File: config.mk
export PLATFORM = sky130hd
export DESIGN_NAME = wb_rr_arbiter
export DESIGN_NICKNAME = d
export VERILOG_FILES = /design/src/rtl/wb_rr_arbiter.sv
export SDC_FILE = /design/constraint.sdc
export NUM_CORES = 1
export LEC_CHECK = 0
export BUFFER_PORTS_ARGS = -buffer_cell sky130_fd_sc_hd__buf_2
export CAP_MARGIN = 20
export CORE_MARGIN = 2
export CORE_UTILIZATION = 27
export CTS_BUF_LIST = sky130_fd_sc_hd__clkbuf_4 sky130_fd_sc_hd__clkbuf_8
export CTS_CLUSTER_DIAMETER = 100
export DETAILED_ROUTE_END_ITERATION = 12
export HOLD_SLACK_MARGIN = 0.02
export PLACE_DENSITY = 0.81
export SLEW_MARGIN = 20
export SYNTH_ARGS = -nofsm -noshare
export SYNTH_HDL_FRONTEND = slang
export SYNTH_SLANG_ARGS = --single-unit
File: constraint.sdc
create_clock -name clk -period 1.18 [get_ports clk]
set_input_delay 0.177 -clock clk [delete_from_list [all_inputs] [get_ports clk]]
set_output_delay 0.177 -clock clk [all_outputs]
set_load 0.1 [all_outputs]
File: src/rtl/wb_rr_arbiter.sv
// Round-robin Wishbone classic arbiter: whole bus cycles are granted to one of
// NUM_MASTERS masters and held for as long as the owner keeps cyc asserted.
module wb_rr_arbiter #(
    parameter int NUM_MASTERS = 2,
    parameter int DATA_WIDTH  = 16,
    parameter int ADDR_WIDTH  = 16,
    parameter int IDX_WIDTH   = 2
) (
    input  logic                              clk,
    input  logic                              rst,
    input  logic [NUM_MASTERS-1:0]            m_cyc_i,
    input  logic [NUM_MASTERS-1:0]            m_stb_i,
    input  logic [NUM_MASTERS-1:0]            m_we_i,
    input  logic [NUM_MASTERS*ADDR_WIDTH-1:0] m_adr_i,
    input  logic [NUM_MASTERS*DATA_WIDTH-1:0] m_dat_i,
    output logic [NUM_MASTERS-1:0]            m_ack_o,
    output logic [DATA_WIDTH-1:0]             m_dat_o,
    output logic                              s_cyc_o,
    output logic                              s_stb_o,
    output logic                              s_we_o,
    output logic [ADDR_WIDTH-1:0]             s_adr_o,
    output logic [DATA_WIDTH-1:0]             s_dat_o,
    input  logic                              s_ack_i,
    input  logic [DATA_WIDTH-1:0]             s_dat_i,
    output logic [IDX_WIDTH-1:0]              grant_o,
    output logic                              gnt_valid_o
);

    typedef enum logic {S_IDLE, S_GRANTED} state_t;

    state_t               state_q, state_d;
    logic [IDX_WIDTH-1:0] grant_q, grant_d;
    logic [IDX_WIDTH-1:0] last_q, last_d;
    logic [IDX_WIDTH-1:0] nextIdx;
    logic                 found;
    logic                 ownerCyc;
    int                   cand;

    // Last pointer starts at the top index so master 0 wins the first round.
    always_ff @(posedge clk or negedge rst) begin
        if (!rst) begin
            state_q <= S_IDLE;
            grant_q <= '0;
            last_q  <= IDX_WIDTH'(NUM_MASTERS - 1);
        end else begin
            state_q <= state_d;
            grant_q <= grant_d;
            last_q  <= last_d;
        end
    end

    always_comb begin
        nextIdx  = '0;
        found    = 1'b0;
        cand     = 0;
        ownerCyc = 1'b0;
        for (int k = 0; k < NUM_MASTERS; k++) begin
            cand = int'(last_q) + 1 + k;
            if (cand >= NUM_MASTERS) begin
                cand = cand - NUM_MASTERS;
            end
            for (int i = 0; i < NUM_MASTERS; i++) begin
                if (!found && (i == cand) && m_cyc_i[i]) begin
                    found   = 1'b1;
                    nextIdx = IDX_WIDTH'(i);
                end
            end
        end
        for (int i = 0; i < NUM_MASTERS; i++) begin
            if (grant_q == IDX_WIDTH'(i)) begin
                ownerCyc = m_cyc_i[i];
            end
        end
    end

    always_comb begin
        state_d = state_q;
        grant_d = grant_q;
        last_d  = last_q;
        case (state_q)
            S_IDLE: begin
                if (found) begin
                    state_d = S_GRANTED;
                    grant_d = nextIdx;
                    last_d  = nextIdx;
                end
            end
            S_GRANTED: begin
                if (!ownerCyc) begin
                    state_d = S_IDLE;
                end
            end
            default: state_d = S_IDLE;
        endcase
    end

    assign gnt_valid_o = (state_q == S_GRANTED);
    assign grant_o     = grant_q;

    // Read data is held at zero during reset so nothing stale reaches the masters.
    always_comb begin
        s_cyc_o = 1'b0;
        s_stb_o = 1'b0;
        s_we_o  = 1'b0;
        s_adr_o = '0;
        s_dat_o = '0;
        m_ack_o = '0;
        for (int i = 0; i < NUM_MASTERS; i++) begin
            if (gnt_valid_o && (grant_q == IDX_WIDTH'(i))) begin
                s_cyc_o    = m_cyc_i[i];
                s_stb_o    = m_stb_i[i];
                s_we_o     = m_we_i[i];
                s_adr_o    = m_adr_i[i*ADDR_WIDTH +: ADDR_WIDTH];
                s_dat_o    = m_dat_i[i*DATA_WIDTH +: DATA_WIDTH];
                m_ack_o[i] = s_ack_i & m_cyc_i[i];
            end
        end
        m_dat_o = rst ? s_dat_i : '0;
    end

endmodule
==> flow_metrics.py, run 1 <==
metrics = {
    "status": {
        "outcome": "aborted with a tool error",
        "lastStage": "3_5_place_dp",
        "stop_error": "[ERROR DPL-0033] detailed placement checks failed during check placement.",
    },
    "synth": {
        "syn-num-nets": 198,
        "syn_area_um2": 802.0,
        "synthFlopType": "dfrtp_1",
        "yosysMostFrequentCell": "nor2_1",
        "synth.avg_cell_area_um2": 7.358,
        "synth.top_cell.area_share": 0.4368,
        "ys_top_cells_by_count": "36 x nor2_1, 35 x mux2i_1, 16 x and2_1",
        "yosys-top-cells-area": "mux2i_1 44%, nor2_1 17%, and2_1 12%, dfrtp_1 6.2%, buf_8 3.7%",
        "async_flop_share": 1.000,
        "synthCells": 109,
        "yosysTopAreaCell": "mux2i_1",
        "ys_seq_area_frac": 0.09516,
        "synth_warnings": 0,
        "ys_ff_latch": 3,
        "synth_cell_types": 20,
        "synth-edff-count": 0,
    },
    "die": {
        "start_util": 0.2883,
        "die_h_um": 58.50,
        "ios": 145,
        "num_rows": 19,
        "die_w_um": 58.50,
    },
    "place": {
        "dp_hpwl_mm": 5.100,
        "placement.io_buffers": 143,
        "gp_congestion": 0.7376,
    },
}
[through the flow]
stage / cell area [µm²] / hold slack (ns) / TNS [ns]
global placement: 2708 / 0.05130 / -5.501
floorplan: 1117 / -0.1186 / -20.25
[cells by family after synthesis]
kind of cell           Yosys count  synth area share
buffers and inverters           10           0.09672
AOI/OAI and AO/OA                3           0.02808
muxes                           35            0.4368
DFF                              3           0.09517
and+or+nand+nor                 57            0.3385
other                            1          0.004676
==> inputs of run 2 (changes only) <==
CORE_UTILIZATION = 20   (was 27)
CTS_BUF_LIST = not set   (was sky130_fd_sc_hd__clkbuf_4 sky130_fd_sc_hd__clkbuf_8)
CTS_CLUSTER_DIAMETER = not set   (was 100)
HOLD_SLACK_MARGIN = not set   (was 0.02)
PLACE_DENSITY = not set   (was 0.81)
PLACE_DENSITY_LB_ADDON = 0.15   (was not set)
==> run 2 against run 1 <==
Synthesized area unchanged. The flow now finishes, with violations (setup timing). Synthesized cell count stayed put.
==> flow_metrics.py, run 2 <==
metrics = {
    "sta": {
        "setup-tns-final_ns": -14.83,
        "rsz0062_at_grt": "yes",
        "hold_violations": 0,
        "min_period_ns": 1.605,
        "timing.final.crit_share": 1.360,
        "fmax_mhz": 623.1,
        "clock_skew_ns": 0.002817,
        "setup_slack_ns": -0.4250,
        "slew_violations": 0,
        "setup_viol": 39,
    },
    "setup_path": {
        "arrival_ns": 1.43,
        "r2r_slack_ns": 0.06,
        "critPathKind": "reg -> out",
        "end_kind": "output port",
        "cp.required_ns": 1.00,
        "critical_path.max_fanout": 16,
        "reg2reg_depth": 3,
        "r2r_start": "gnt_valid_o",
        "startpoint_type": "flop",
        "worst_r2r_endpoint": "grant_o[0]",
    },
    "power": {
        "power_density_nw_per_um2": 2495,
        "pwr-share-seq": 0.032,
        "p_leak_uw": 0.001297,
        "p_int_uw": 2974,
        "power_uw": 7302,
        "pwr-share-clk": 0.042,
        "pwr-share-comb": 0.926,
        "vdd_drop_max_uv": 1840,
        "p_switching_uw": 4329,
        "power.share.switching": 0.5928,
    },
    "cts": {
        "clk_latency_ns": 0.22,
        "cts.htree.levels": 1,
        "postCtsSetupRepairBufs": 0,
        "clock_path_buffers": 2,
        "cts_sinks": 3,
        "root_buffer": "clkbuf_8",
        "numCtsBuffers": 3,
        "clk_pin_slew_ns": 0.03,
        "cts_tree": "yes",
    },
    "layout": {
        "layout_common_cells": "88 x buf_2, 59 x buf_12, 35 x nor2_4",
        "fin_nets": 348,
        "fillers": 279,
        "area_delta_synth_final_pct": 264.9,
        "drive_gt1_frac": 0.9186,
        "mostFrequentLayoutCell": "buf_2",
        "stdcell_area_um2": 2927,
        "instances_no_fill": 308,
        "diodes": 0,
    },
    "place": {
        "gp_congestion": 0.7731,
        "dp_hpwl_mm": 3.477,
        "dpl.cell_count": 303,
        "place_ws_ns": -0.2083,
        "placement.io_buffers": 143,
        "dpl_cell_area_um2": 2746,
    },
    "detailed_routing": {
        "drt-pass1-iter-count": 4,
        "drc": 0,
        "drt_iter0_drc": 25,
        "wl_mm": 4.196,
        "ant_nets": 0,
        "wl_per_cell_um": 13.62,
        "num_vias": 1362,
        "vias_per_cell": 4.422,
    },
    "synth": {
        "ys_top_cells_by_count": "36 x nor2_1, 35 x mux2i_1, 16 x and2_1",
        "ys_seq_area_frac": 0.09516,
        "yosys-top-cells-area": "mux2i_1 44%, nor2_1 17%, and2_1 12%, dfrtp_1 6.2%, buf_8 3.7%",
        "synth.avg_cell_area_um2": 7.358,
        "synth_cell_types": 20,
        "async_flop_share": 1.000,
        "synthCells": 109,
        "yosysMostFrequentCell": "nor2_1",
        "ys_ff_latch": 3,
        "synth-edff-count": 0,
        "synthFlopType": "dfrtp_1",
        "syn_area_um2": 802.0,
        "syn-num-nets": 198,
        "synth_warnings": 0,
        "synth.top_cell.area_share": 0.4368,
        "yosysTopAreaCell": "mux2i_1",
    },
    "global_routing": {
        "grt_pass1_wl_mm": 5.885,
        "grt_pass1_vias": 1396,
        "grt_max_degree": 19,
        "grt.total_usage": 0.1696,
        "use_met2": 0.3577,
        "grtUsageMet1": 0.1543,
        "antenna_found_initial": 0,
        "grt-ovfl-total": 0,
        "use_met3": 0.05000,
        "busiest_layer": "met2",
    },
    "job": {
        "cap_violations": 0,
    },
    "die": {
        "die_w_um": 67.33,
        "die_h_um": 67.33,
        "num_rows": 23,
        "core_region_area_um2": 3943,
        "start_util": 0.2034,
        "die_area_um2": 4533,
        "ios": 145,
    },
    "hold_path": {
        "min_path_type": "in -> async",
    },
    "status": {
        "outcome": "finished, violations left",
        "violations": "setup timing",
    },
}
run 2: cell counts after synthesis:
No cell type changed its count.
run 2: kinds of logic (layout without fill, tap and decap cells):
family,count (synthesis),count (layout),share of synthesized area
AO/OA/AOI/OAI,3,3,0.02808
buffers and inverters,10,159,0.09672
flip-flops,3,3,0.09517
multiplexers,35,35,0.4368
other,1,1,0.004676
AND/OR/NAND/NOR,57,57,0.3385
run 2: power by group through the flow:
stage                     logic [µW]  registers, µW  clock network (µW)
after floorplan                 4200            382                   0
after global placement          6430            232                   0
after detailed placement        6480            235                   0
after CTS                       6660            235                 314
after global routing            6950            242                 326
final                           6760            235                 308
run 2: metal layers:
metal | up-vias | wire length [µm] | part of all wire
met2 | 75 | 2439 | 0.58
li1 | 663 | - | -
met3 | 2 | 379 | 0.090
met5 | - | 0 | 0
met1 | 622 | 1356 | 0.32
met4 | 0 | 20 | 0.0048
run 2: final cells by class:
| type | instances | area, µm² | share of cell area |
|---|---|---|---|
| Multi-Input combinational cell | 96 | 1049 | 0.3583 |
| Clock buffer | 4 | 45.04 | 0.01539 |
| Sequential cell | 3 | 83.83 | 0.02864 |
| Inverter | 1 | 6.256 | 0.002138 |
| Tap cell | 50 | 62.56 | 0.02138 |
| Timing Repair Buffer | 154 | 1680 | 0.5742 |
run 2: repair_timing:
action,CTS,global route
resized for setup,18,14
pin swaps,1,1
endpoints found under the setup margin,39,39
hold endpoints to repair,2,0
hold buffers,1,0
run 2: worst max path at each step:
stage | from | end | slack (ns) | cells past startpoint
final | grant_o[0] | s_adr_o[7] | -0.43 | 4
after global routing | grant_o[0] | s_stb_o | -0.47 | 4
after CTS | grant_o[0] | s_dat_o[0] | -0.42 | 4
after detailed placement | grant_o[0] | s_adr_o[14] | -0.21 | 4
after global placement | grant_o[0] | s_dat_o[15] | -0.18 | 4
after floorplan | grant_o[0] | s_adr_o[11] | -0.61 | 4
run 2: per-stage QoR:
| step | hold slack, ns | util |
|---|---|---|
| floorplan | -0.1186 | - |
| global placement | 0.05304 | 0.6966 |
| detailed placement | 0.05423 | 0.6966 |
| CTS | 0.03906 | 0.7277 |
| global route | 0.07675 | 0.7423 |
| finish | 0.02936 | 0.7423 |
run 2: critical path, stage by stage (launching register included):
cell	delay, ns
dfrtp_4	0.46
buf_12	0.20
mux2i_1	0.30
nor2_4	0.07
buf_12	0.17
(Power assumes the default switching activity.)
